--- src/rtl/seg_top.sv ---
// Free-running 32-bit hex counter on an 8-digit seven-segment display behind a serial shift-register chain.
// A frame takes 1 LOAD + 128*SHIFT_DIV SHIFT + 1 DONE cycles; requests that arrive mid-frame collapse into one pending.
module seg_top #(
  parameter int unsigned CNT_DIV   = 1_000_000,
  parameter int unsigned SHIFT_DIV = 1
) (
  input  logic clk,
  input  logic rst,
  input  logic sysclk_n,
  output logic SEGCLK,
  output logic SEGDT,
  output logic SEGCLR,
  output logic SEGEN
);

  localparam int unsigned PW = (CNT_DIV > 2) ? $clog2(CNT_DIV) : 1;
  localparam int unsigned DW = (SHIFT_DIV > 1) ? $clog2(SHIFT_DIV) : 1;

  typedef enum logic [1:0] {
    S_IDLE  = 2'd0,
    S_LOAD  = 2'd1,
    S_SHIFT = 2'd2,
    S_DONE  = 2'd3
  } state_t;

  // The negative clock leg only exists to terminate the differential pair.
  logic unused_sysclk_n;
  assign unused_sysclk_n = sysclk_n;

  logic [PW-1:0] presc_q, presc_d;
  logic [31:0]   value_q, value_d;
  logic          started_q, started_d;
  logic          pending_q, pending_d;
  state_t        state_q, state_d;
  logic [62:0]   shreg_q, shreg_d;
  logic [5:0]    bit_q, bit_d;
  logic [DW-1:0] div_q, div_d;
  logic          segclk_q, segclk_d;
  logic          segdt_q, segdt_d;
  logic          segen_q, segen_d;
  logic          segclr_q, segclr_d;

  logic          tick;
  logic          req_any;
  logic          div_end;
  logic          last_fall;
  logic [63:0]   frame;

  function automatic logic [7:0] hex_to_seg(input logic [3:0] nib);
    logic [7:0] seg;
    case (nib)
      4'h0: seg = 8'hC0;
      4'h1: seg = 8'hF9;
      4'h2: seg = 8'hA4;
      4'h3: seg = 8'hB0;
      4'h4: seg = 8'h99;
      4'h5: seg = 8'h92;
      4'h6: seg = 8'h82;
      4'h7: seg = 8'hF8;
      4'h8: seg = 8'h80;
      4'h9: seg = 8'h90;
      4'hA: seg = 8'h88;
      4'hB: seg = 8'h83;
      4'hC: seg = 8'hC6;
      4'hD: seg = 8'hA1;
      4'hE: seg = 8'h86;
      4'hF: seg = 8'h8E;
      default: seg = 8'hFF;
    endcase
    return seg;
  endfunction

  // Digit 7 lands in the top byte so it leaves the chain first.
  always_comb begin
    frame = '0;
    for (int i = 0; i < 8; i++) begin
      frame[8*i +: 8] = hex_to_seg(value_q[4*i +: 4]);
    end
  end

  always_comb begin
    tick      = (presc_q == PW'(CNT_DIV - 1));
    presc_d   = tick ? '0 : presc_q + PW'(1);
    value_d   = tick ? value_q + 32'd1 : value_q;
    started_d = 1'b1;
    segclr_d  = 1'b1;
  end

  // The very first cycle out of reset requests a frame without waiting a full CNT_DIV period.
  assign req_any   = tick | ~started_q | pending_q;
  assign div_end   = (div_q == DW'(SHIFT_DIV - 1));
  assign last_fall = segclk_q & div_end & (bit_q == 6'd63);

  always_comb begin
    pending_d = pending_q;
    if (state_q == S_IDLE) begin
      pending_d = 1'b0;
    end else if (tick) begin
      pending_d = 1'b1;
    end
  end

  always_ff @(posedge clk) begin
    if (!rst) begin
      state_q <= S_IDLE;
    end else begin
      state_q <= state_d;
    end
  end

  always_comb begin
    state_d = state_q;
    unique case (state_q)
      S_IDLE:  if (req_any) state_d = S_LOAD;
      S_LOAD:  state_d = S_SHIFT;
      S_SHIFT: if (last_fall) state_d = S_DONE;
      S_DONE:  state_d = S_IDLE;
      default: state_d = S_IDLE;
    endcase
  end

  always_comb begin
    shreg_d  = shreg_q;
    bit_d    = bit_q;
    div_d    = div_q;
    segclk_d = segclk_q;
    segdt_d  = segdt_q;
    segen_d  = segen_q;
    unique case (state_q)
      S_LOAD: begin
        shreg_d  = frame[62:0];
        segdt_d  = frame[63];
        bit_d    = '0;
        div_d    = '0;
        segclk_d = 1'b0;
      end
      S_SHIFT: begin
        if (div_end) begin
          div_d = '0;
          if (!segclk_q) begin
            segclk_d = 1'b1;
          end else begin
            // Falling edge: present the next bit so it gets a full low half of setup.
            segclk_d = 1'b0;
            if (bit_q != 6'd63) begin
              bit_d   = bit_q + 6'd1;
              segdt_d = shreg_q[62];
              shreg_d = {shreg_q[61:0], 1'b0};
            end else begin
              segen_d = 1'b1;
            end
          end
        end else begin
          div_d = div_q + DW'(1);
        end
      end
      default: ;
    endcase
  end

  always_ff @(posedge clk) begin
    if (!rst) begin
      presc_q   <= '0;
      value_q   <= '0;
      started_q <= 1'b0;
      pending_q <= 1'b0;
      shreg_q   <= '0;
      bit_q     <= '0;
      div_q     <= '0;
      segclk_q  <= 1'b0;
      segdt_q   <= 1'b0;
      segen_q   <= 1'b0;
      segclr_q  <= 1'b0;
    end else begin
      presc_q   <= presc_d;
      value_q   <= value_d;
      started_q <= started_d;
      pending_q <= pending_d;
      shreg_q   <= shreg_d;
      bit_q     <= bit_d;
      div_q     <= div_d;
      segclk_q  <= segclk_d;
      segdt_q   <= segdt_d;
      segen_q   <= segen_d;
      segclr_q  <= segclr_d;
    end
  end

  assign SEGCLK = segclk_q;
  assign SEGDT  = segdt_q;
  assign SEGCLR = segclr_q;
  assign SEGEN  = segen_q;

endmodule

--- config.mk ---
export PLATFORM = sky130hd
export DESIGN_NAME = seg_top
export DESIGN_NICKNAME = d
export VERILOG_FILES = /design/src/rtl/seg_top.sv
export SDC_FILE = /design/constraint.sdc
export NUM_CORES = 1
export LEC_CHECK = 0
export BUFFER_PORTS_ARGS = -buffer_cell sky130_fd_sc_hd__buf_2
export CORE_MARGIN = 5
export CORE_UTILIZATION = 25
export DETAILED_ROUTE_END_ITERATION = 8
export REMOVE_ABC_BUFFERS = 1
export SLEW_MARGIN = 30
export SYNTH_ARGS = -nofsm -noshare
export SYNTH_HDL_FRONTEND = slang
export SYNTH_SLANG_ARGS = --single-unit
--- constraint.sdc ---
create_clock -name clk -period 3.5 [get_ports clk]
set_clock_uncertainty 0.15 [all_clocks]
set_input_delay 0.7 -clock clk [delete_from_list [all_inputs] [get_ports clk]]
set_output_delay 0.7 -clock clk [all_outputs]
set_load 0.02 [all_outputs]
==> metrics.md, run 1 <==
| Metric | Value |
|---|---|
| Clock transition at the registers of the reported paths | 70 ps |
| Peak Freq | 302 MHz |
| Later-pin clock latency in the skew report | 450 ps |
| Ports | 7 |
| Hold Fails Final Rpt | 0 |
| Flop pwr share | 46.3% |
| Die area | 41600 um2 |
| Max cap viols | 0 |
| Area of the mapped netlist | 9400 um2 |
| Crit Path Max Fanout | 6 |
| # DRC | 0 |
| NetSw | 0.00165 W |
| PwrDens | 518 nW/um2 |
| Vias in the first global route | 6802 |
| Slew headroom | 44.5% |
| Worst min path class | reg2reg |
| Detail Placement HPWL | 12800 um |
| Setup-failing EPs final | 0 |
| Crit start category | flip-flop |
| Port bufs | 5 |
| Top post-synthesis cells by count | dfxtp_1, nand2_1, mux2i_1 |
| Via count | 7030 |
| CTS tree | built |
| TritonCTS Buffers | 17 |
| Total Wirelength | 18500 um |
| Worst slack, placed | -157 ps |
| Top FF cell, synth | dfxtp_1 |
| Finished Core Util | 29.0% |
| RePlAce Congestion | 0.780 |
| Crit end category | flip-flop |
| Post-synth top area share | 39.2% |
| Root buf cell | clkbuf_16 |
| Initial core utilization | 25.1% |
| Post-synth EDFFs | 0 |
| Total grt overflow | 0 |
| Worst endpoint data arrival time | 3490 ps |
| Switching share of power | 29.4% |
| Post-route setup slack | 192 ps |
| All-Layer GR Usage | 9.12% |
| Cell count after synthesis | 1005 |
| Slew Limit Fails | 0 |
| Vias per inst | 4.56 |
| Critical path required time | 3680 ps |
| Clock tree buffer depth | 2 |
| Fin nets | 1070 |
| Synth Register Bits | 184 |
| Die height | 204 um |
| Sequential share of the synthesized area | 39.2% |
| Clock power frac | 33.5% |
| Unrepaired setup endpoints after global routing | no |
| Gate power share | 20.2% |
| Status | completed |
| Initial DRC Count | 421 |
| FP Rows | 71 |
| H-tree levels | 4 |
| Share of cells above drive strength 1 | 11.2% |
| DIE WIDTH | 204 um |
| Syn avg cell area | 9.35 um2 |
| Core ar. | 37400 um2 |
| VDD IR max | 0.323 mV |
| Internal power | 0.00396 W |
| Area grow syn2layout | 15.2% |
| Distinct cell type count after synthesis | 70 |
| Most numerous cell in the Yosys netlist | dfxtp_1 |
| Crit path kind | reg2reg |
| Post-synth top area cell | dfxtp_1 |
| Drt wl/cell | 12.0 um |
| Final period utilization | 94.5% |
| Area after DPL | 10200 um2 |
| First-pass DRT Iterations | 5 |
| Design Area, Final | 10800 um2 |
| Initial antenna violation count | 0 |
| Final ANT Viol Nets | 0 |
| Global-route wire length before repair | 32400 um |
| Fin crit period | 3310 ps |
| Yosys warns | 0 |
| Lkg Pwr | 4.64 nW |
| Maximum number of pins on one net before global-route repair | 82 |
| Worst slew pin tran | 826 ps |
| Top cells by area, synth | dfxtp_1, mux2i_1, ha_1, o211a_1, nand2_1 |
| N_diodes | 0 |
| Clock sinks | 184 |
| CTS Hold Bufs | 0 |
| Async SR Flop Fraction | 0% |
| Hold WS | 314 ps |
## area by class of cell
class / count / area (um2)
clock buffers: 18 / 439
clock inverters: 14 / 140
fillers: 3888 / 26600
inverters: 47 / 176
multi-input cells: 715 / 5360
flip-flops and latches: 184 / 3680
well taps: 511 / 639
repair buffers: 51 / 398
## flip-flops by register name (all words and copies together), names as in the netlist
register and cells:
state_q 2, SEGDT 1, frame 56, bit_q 6, value_q 32, SEGEN 1
presc_q 20, shreg_q 63, pending_q 1, SEGCLK 1, SEGCLR 1
## power by group through the flow
| stage | clock (W) | sequential [W] | combinational [W] |
|---|---|---|---|
| floorplan | 0 | 0.00260 | 0.000968 |
| finish | 0.00188 | 0.00260 | 0.00113 |
| global placement | 0 | 0.00264 | 0.00112 |
| detailed placement | 0 | 0.00265 | 0.00115 |
| CTS | 0.00194 | 0.00260 | 0.00115 |
| global route | 0.00203 | 0.00264 | 0.00127 |
## final timing paths
| kind | cells after the start | slack, ps | start | to |
|---|---|---|---|---|
| min | 1 | 310 | presc_q[0]$_SDFF_PP0_ | presc_q[0]$_SDFF_PP0_ |
| max reg2reg | 11 | 190 | presc_q[0]$_SDFF_PP0_ | frame[48]$_DFF_P_ |
| min reg2reg | 1 | 310 | presc_q[0]$_SDFF_PP0_ | presc_q[0]$_SDFF_PP0_ |
| max | 11 | 190 | presc_q[0]$_SDFF_PP0_ | frame[48]$_DFF_P_ |
## cell usage in the layout, fill, tap and decap left out, types with 26 or more instances in the layout
cell     count
buf_4       45
inv_1       47
nand2_1    111
nand3_1     27
xor2_1      26
dfxtp_1    184
mux2i_1     95
ha_1        49
nor2_1      46
o211a_1     55
## per-stage QoR
| stage | instances | power, W | TNS, ps |
|---|---|---|---|
| detailed placement | 1507 | 0.00380 | -157 |
| global placement | 1507 | 0.00375 | -58.2 |
| CTS | 1539 | 0.00570 | 0 |
| finish | 1540 | 0.00562 | 0 |
| floorplan | 946 | 0.00357 | -158980 |
| global route | 1540 | 0.00594 | 0 |
## per-layer routing
layer	up-vias	part of all wire [%]	global-route usage, %
met5	-	0	0
met4	0	2.2	4.12
met3	25	2.0	1.62
met2	74	46	14.9
li1	3614	-	-
met1	3317	50	11.7
## cells by family after synthesis
group                    after synthesis  synth area share (%)
flip-flops                           184                  39.2
buffers and inverters                106                  4.46
adder cells (fa/ha/maj)               51                  6.79
AND/OR/NAND/NOR                      336                  18.3
XOR/XNOR                              50                  4.66
multiplexers                         100                  10.8
AO/OA/AOI/OAI                        178                  15.8
## critical path, cell delays in order (launching register included)
cell and delay, ps:
dfxtp_1 370, ha_2 230, nand4_1 90, or4_1 580
or2_4 310, o311ai_4 340, o41ai_4 200, ha_1 300
nand2_1 90, nor4b_1 50, a41o_1 230, a211o_1 260
## timing repair
item / CTS / global route
buffers inserted: 0 / 1
resized for setup: 3 / 5
pin swaps: 0 / 3
endpoints found under the hold margin: 0 / 0
endpoints found under the setup margin: 2 / 14
Note: power is estimated with default switching activity, not from simulation.
==> run 2, diff against run 1 <==
PLACE_DENSITY = 0.44   (was not set)
==> run 2 against run 1 <==
Sequential share of layout area is 0.16 points lower; final cell count is 0.78% higher; non-clock buffer count is 13 higher; flip-flop and latch count stayed put; global-route usage is 0.64 points higher; utilization is 0.13 points higher; critical path type unchanged; largest power group unchanged; highest routed layer unchanged.
==> metrics.md, run 2 (same netlist as run 1, synthesis figures left out) <==
| Metric | Value |
|---|---|
| Status | completed |
| Total grt overflow | 0 (unchanged) |
| Maximum number of pins on one net before global-route repair | 49 (-40%) |
| Clock sinks | 184 (unchanged) |
| Worst slew pin tran | 884 ps (+58.0 ps) |
| Die height | 204 um (unchanged) |
| Clock power frac | 33.3% (-0.2 points) |
| Later-pin clock latency in the skew report | 440 ps (about the same) |
| CP max stage cell | or4_1 |
| RePlAce Congestion | 0.814 (+4.4%) |
| Finished Core Util | 29.1% (+0.13 points) |
| Max cap viols | 0 (unchanged) |
| Setup-failing EPs final | 0 (unchanged) |
| CTS tree | built |
| PwrDens | 514 nW/um2 (-0.85%) |
| Worst stage delay on the critical path | 580 ps (about the same) |
| Via count | 6967 (-0.90%) |
| Largest delay share family, worst path | compound AO/OA/AOI/OAI gates |
| Lkg Pwr | 4.69 nW (+1.1%) |
| Initial core utilization | 25.1% (unchanged) |
| Final period utilization | 93.2% (-1.3 points) |
| All-Layer GR Usage | 9.76% (+0.64 points) |
| Final ANT Viol Nets | 0 (unchanged) |
| Max reg flops | 63 (unchanged) |
| Vias per inst | 4.49 (-1.7%) |
| Most common cell after layout, fill and taps aside | dfxtp_1 |
| Global-route wire length before repair | 34100 um (+5.2%) |
| Crit start category | flip-flop |
| Root buf cell | clkbuf_16 |
| Ports | 7 (unchanged) |
| Fin crit period | 3260 ps (-47.1 ps) |
| Vias in the first global route | 6845 (+0.63%) |
| Worst min path class | reg2reg |
| Design Area, Final | 10900 um2 (+0.46%) |
| First-pass DRT Iterations | 5 (unchanged) |
| Share of cells above drive strength 1 | 12.1% (+0.93 points) |
| Flop pwr share | 46.4% (about the same) |
| Pwr Total | 0.00559 W (-0.39%) |
| Most frequent cells in the layout | dfxtp_1, nand2_1, mux2i_1 |
| Die area | 41600 um2 (unchanged) |
| Initial antenna violation count | 0 (unchanged) |
| Gate power share | 20.3% (about the same) |
| Critical path required time | 3710 ps (+30 ps) |
| Critical path cell sequence | ha_1, nand4_1, or4_1, or2_4, buf_4, o31a_1, o21a_2, ha_1, o21ai_0, o2111ai_1, o22ai_1 |
| Area grow syn2layout | 15.8% |
| Total Wirelength | 19700 um (+6.3%) |
| # DRC | 0 (unchanged) |
| Core ar. | 37400 um2 (unchanged) |
| Slew Limit Fails | 0 (unchanged) |
| Slew headroom | 40.6% (-3.9 points) |
| Crit path buffers/inverters | 1 (+1) |
| Crit Path Max Fanout | 7 (+1) |
| VDD IR max | 0.272 mV (-16%) |
| Largest Register | shreg_q |
| Clock transition at the registers of the reported paths | 70 ps (about the same) |
| NetSw | 0.00162 W (-2.2%) |
| Unrepaired setup endpoints after global routing | no |
| Peak Freq | 307 MHz (+1.4%) |
| H-tree levels | 4 (unchanged) |
| Switching share of power | 28.9% (-0.52 points) |
| FP Rows | 71 (unchanged) |
| Crit path kind | reg2reg |
| Port bufs | 5 (unchanged) |
| Hold Fails Final Rpt | 0 (unchanged) |
| Worst endpoint data arrival time | 3470 ps (-20 ps) |
| DIE WIDTH | 204 um (unchanged) |
| Detail Placement HPWL | 13500 um (+6.2%) |
| TritonCTS Buffers | 17 (unchanged) |
| Initial DRC Count | 265 (-37%) |
| Drt wl/cell | 12.7 um (+5.5%) |
| Critical path's most frequent cell | ha_1 |
| Internal power | 0.00398 W (+0.34%) |
| N_diodes | 0 (unchanged) |
| Fin nets | 1083 (+1.2%) |
| Area after DPL | 10300 um2 (+0.91%) |
| Crit end category | flip-flop |
| Clock tree buffer depth | 2 (unchanged) |
run 2: cell type report:
type / instances / area [um2]
Sequential cell: 184 / 3680
Clock inverter: 10 / 96.3
Fill cell: 3948 / 26500
Inverter: 47 / 176
Tap cell: 511 / 639
Clock buffer: 21 / 470
Timing Repair Buffer: 64 / 483
Multi-Input combinational cell: 715 / 5330
run 2: timing repair:
action,in CTS,in global routing
gates resized for setup,1,5
hold buffers,0,0
setup buffers,0,0
endpoints found under the hold margin,0,0
setup endpoints to repair,2,7
run 2: layer usage:
metal  GRT usage, %  up-vias  part of all wire, %
met5              0        -                    0
met4           3.49        0                  1.7
met3           1.84       18                  1.8
met2           15.5       60                   45
met1           13.2     3257                   52
li1               -     3632                    -
run 2: final timing paths:
kind                               from                    end  slack (ps)  cells after the start
setup / recovery  presc_q[0]$_SDFF_PP0_      frame[36]$_DFF_P_         240                     11
hold / removal    presc_q[0]$_SDFF_PP0_  presc_q[0]$_SDFF_PP0_         310                      1
setup reg to reg  presc_q[0]$_SDFF_PP0_      frame[36]$_DFF_P_         240                     11
hold reg to reg   presc_q[0]$_SDFF_PP0_  presc_q[0]$_SDFF_PP0_         310                      1
run 2: metrics by stage:
step | instances | setup TNS [ps] | hold slack, ps | setup slack (ps)
after detailed placement | 1521 | -60.7 | 301 | -39.5
after CTS | 1552 | 0 | 319 | 61.2
after global routing | 1552 | 0 | 349 | 17.4
after floorplan | 946 | -158980 | 280 | -2530
after global placement | 1521 | 0 | 297 | 7.54
final | 1552 | 0 | 314 | 240
run 2: power by group through the flow:
stage	registers (W)	clock network, W	logic, W
global placement	0.00264	0	0.00114
floorplan	0.00260	0	0.000968
global route	0.00263	0.00203	0.00128
detailed placement	0.00264	0	0.00116
CTS	0.00260	0.00195	0.00117
finish	0.00260	0.00186	0.00114
==> run 3, diff against run 2 <==
ABC_AREA = 1   (was not set)
CELL_PAD_IN_SITES_DETAIL_PLACEMENT = 0   (was not set)
CELL_PAD_IN_SITES_GLOBAL_PLACEMENT = 2   (was not set)
PLACE_DENSITY = 0.64   (was 0.44)
==> run 3 against run 2 <==
Maximum frequency increased by 15%; area after synthesis up 5.2%; combinational power is 11% lower; via count rose by 26%; critical path depth grew 3; sequential share of layout area decreased by 0.57 points; worst setup slack better by 430 ps; clock power grew 9%; hold slack got worse by 26 ps; sequential power decreased by 7%; first-iteration DRC count is 69% higher; clock-buffer cell count is 4 lower; critical path type unchanged; critical endpoint is now frame[43]$_DFF_P_.
==> metrics.md, run 3 <==
| Metric | Value |
|---|---|
| Status | completed |
| Vias in the first global route | 8618 (+26%) |
| CTS tree | built |
| Adder-Cell Fraction of Synth Area | 6.46% (-0.33 points) |
| Total Wirelength | 26000 um (+32%) |
| Crit Path Max Fanout | 7 (unchanged) |
| Lkg Pwr | 4.82 nW (+2.6%) |
| Unrepaired setup endpoints after global routing | no |
| Worst min path class | reg2reg |
| Core ar. | 38900 um2 (+4.1%) |
| CP max stage cell | dfxtp_1 |
| Initial DRC Count | 447 (+69%) |
| Share of cells above drive strength 1 | 9.30% (-2.8 points) |
| Slew Limit Fails | 0 (unchanged) |
| Async SR Flop Fraction | 0% (unchanged) |
| Worst stage delay on the critical path | 440 ps (-140 ps) |
| FP Rows | 72 (+1.4%) |
| Area of the mapped netlist | 9880 um2 (+5.2%) |
| Peak Freq | 354 MHz (+15%) |
| Drt wl/cell | 13.2 um (+4.1%) |
| Vias per inst | 4.45 (-0.85%) |
| Post-synthesis compound-gate area fraction | 10.8% (-5.0 points) |
| First-pass DRT Iterations | 5 (unchanged) |
| Ports | 7 (unchanged) |
| Synth Area in Simple Gates | 35.9% (+18 points) |
| Setup-failing EPs final | 0 (unchanged) |
| Cell count after synthesis | 1452 (+44%) |
| Initial antenna violation count | 0 (unchanged) |
| DIE WIDTH | 209 um (+2.4%) |
| Post-CTS resize count | 0 (-1) |
| Crit path kind | reg2reg |
| Area grow syn2layout | 12.0% |
| Distinct cell type count after synthesis | 42 (-40%) |
| Fin crit period | 2830 ps (-434 ps) |
| Port bufs | 5 (unchanged) |
| Slew headroom | 51.5% (+11 points) |
| Clock power frac | 37.1% (+3.8 points) |
| Final ANT Viol Nets | 0 (unchanged) |
| Syn avg cell area | 6.81 um2 (-27%) |
| # DRC | 0 (unchanged) |
| Switching share of power | 33.0% (+4.1 points) |
| Top post-synthesis cells by count | nand2_1, dfxtp_1, nand3_1 |
| Setup TNS | 0 ps (unchanged) |
| Sequential share of the synthesized area | 37.3% (-1.9 points) |
| Critical path required time | 3710 ps (about the same) |
| Detail Placement HPWL | 18800 um (+39%) |
| Maximum number of pins on one net before global-route repair | 63 (+29%) |
| Clock transition at the registers of the reported paths | 80 ps (about the same) |
| NetSw | 0.00180 W (+11%) |
| Top cells by area, synth | dfxtp_1, nand2_1, nand3_1, ha_1, inv_1 |
| All-Layer GR Usage | 12.3% (+2.5 points) |
| Crit start category | flip-flop |
| Initial core utilization | 25.4% (+0.26 points) |
| PwrDens | 492 nW/um2 (-4.3%) |
| Later-pin clock latency in the skew report | 460 ps (+20 ps) |
| Hold WS | 288 ps (-26.4 ps) |
| Via count | 8768 (+26%) |
| Most numerous cell in the Yosys netlist | nand2_1 |
| H-tree levels | 4 (unchanged) |
| Synth Register Bits | 184 (unchanged) |
| RePlAce Congestion | 0.771 (-5.3%) |
| Hold Fails Final Rpt | 0 (unchanged) |
| Die area | 43600 um2 (+4.9%) |
| Largest Register | shreg_q |
| Clock tree buffer depth | 2 (unchanged) |
| N_diodes | 0 (unchanged) |
| Global-route wire length before repair | 44300 um (+30%) |
| Worst slew pin tran | 726 ps (-159 ps) |
| Filler cells | 4353 (+10%) |
| Yosys warns | 0 (unchanged) |
| Internal power | 0.00365 W (-8.3%) |
| Fin nets | 1493 (+38%) |
| VDD IR max | 0.305 mV (+12%) |
| CTS Hold Bufs | 0 (unchanged) |
| XOR/XNOR Fraction of Synth Area | 1.42% (-3.2 points) |
| Flop pwr share | 44.4% (-2.0 points) |
| TritonCTS Buffers | 17 (unchanged) |
| Die height | 209 um (+2.4%) |
| Clock sinks | 184 (unchanged) |
| Main combinational cell family by area after synthesis | simple AND/OR/NAND/NOR gates |
| Max reg flops | 63 (unchanged) |
| Pwr Total | 0.00545 W (-2.6%) |
| Most frequent cells in the layout | nand2_1, dfxtp_1, nand3_1 |
| Max cap viols | 0 (unchanged) |
| Crit end category | flip-flop |
| Post-synth top area share | 37.3% (-1.9 points) |
| Most common cell after layout, fill and taps aside | nand2_1 |
| Worst endpoint data arrival time | 3030 ps (-440 ps) |
| Post-synthesis mux area share | 0% (-11 points) |
| Root buf cell | clkbuf_16 |
| Top FF cell, synth | dfxtp_1 |
| Post-synth top area cell | dfxtp_1 |
| Critical path cell sequence | nand2_1, nor2_1, nand2_1, nor2_2, nand2_1, nor2_1, nand2_1, nand3_1, inv_1, ha_1, inv_1, nand3_1, nand3_1, nand2_1 |
| Final period utilization | 80.8% (-12 points) |
| Post-synth EDFFs | 0 (unchanged) |
| Total grt overflow | 0 (unchanged) |
| Post-CTS Setup Repair Bufs | 0 (unchanged) |
| Gate power share | 18.5% (-1.8 points) |
| Critical path's most frequent cell | nand2_1 |
## run 3: cell count changes after synthesis, moves of 20 or more
cell,before,now
and2_1,20,0
o21ai_0,22,75
a31oi_1,7,56
o211a_1,55,0
inv_1,47,127
nor2_1,46,81
xnor2_1,24,2
nand2_1,112,515
nand3_1,27,130
mux2i_1,95,0
## run 3: area by class of cell
cell class / instances / area, um2 / share of cell area [%]
timing repair buffer: 22 / 180 / 1.63
clock inverter: 15 / 179 / 1.62
inverter: 146 / 556 / 5.02
tap: 518 / 648 / 5.86
sequential: 184 / 3680 / 33.3
clock buffer: 17 / 425 / 3.84
multi-input combinational: 1068 / 5400 / 48.8
## run 3: worst paths after layout
kind                                  from                    end  slack (ps)  cells after the start
setup reg to reg  value_q[11]$_SDFFE_PN0N_      frame[43]$_DFF_P_         670                     14
hold / removal       bit_q[5]$_SDFFE_PN0P_  bit_q[5]$_SDFFE_PN0P_         290                      1
hold reg to reg      bit_q[5]$_SDFFE_PN0P_  bit_q[5]$_SDFFE_PN0P_         290                      1
setup / recovery  value_q[11]$_SDFFE_PN0N_      frame[43]$_DFF_P_         670                     14
## run 3: power groups by stage
stage	Clock [W]	Sequential, W	Combinational [W]
finish	0.00202	0.00242	0.00101
global route	0.00220	0.00245	0.00117
CTS	0.00212	0.00242	0.00104
detailed placement	0	0.00247	0.00104
global placement	0	0.00247	0.00104
floorplan	0	0.00244	0.000629
## run 3: worst max-delay path: cells and delay by family (launching register included)
family	cells	cell delay (ps)
flops	1	440
simple gates	11	1600
fa+ha+maj	1	310
buf+inv	2	210
## run 3: cells by family after synthesis
group           after synthesis
simple gates                814
buf+inv                     200
compound gates              187
flops                       184
fa+ha+maj                    51
xor+xnor                     16
## run 3: stage by stage
stage	util, %	cell area [um2]	std cells	setup WS, ps
after CTS	28.4	11100	1970	672
after floorplan	-	9630	1398	-639
after global routing	28.4	11100	1970	395
final	28.4	11100	1970	673
after global placement	26.9	10500	1938	741
after detailed placement	26.9	10500	1938	693
## run 3: metal layers
layer	share of wire (%)	global-route usage [%]	routed length [um]
met5	0	0	0
met4	1.4	3.40	374
met3	2.6	2.34	666
met2	45	19.9	11700
met1	51	16.8	13200
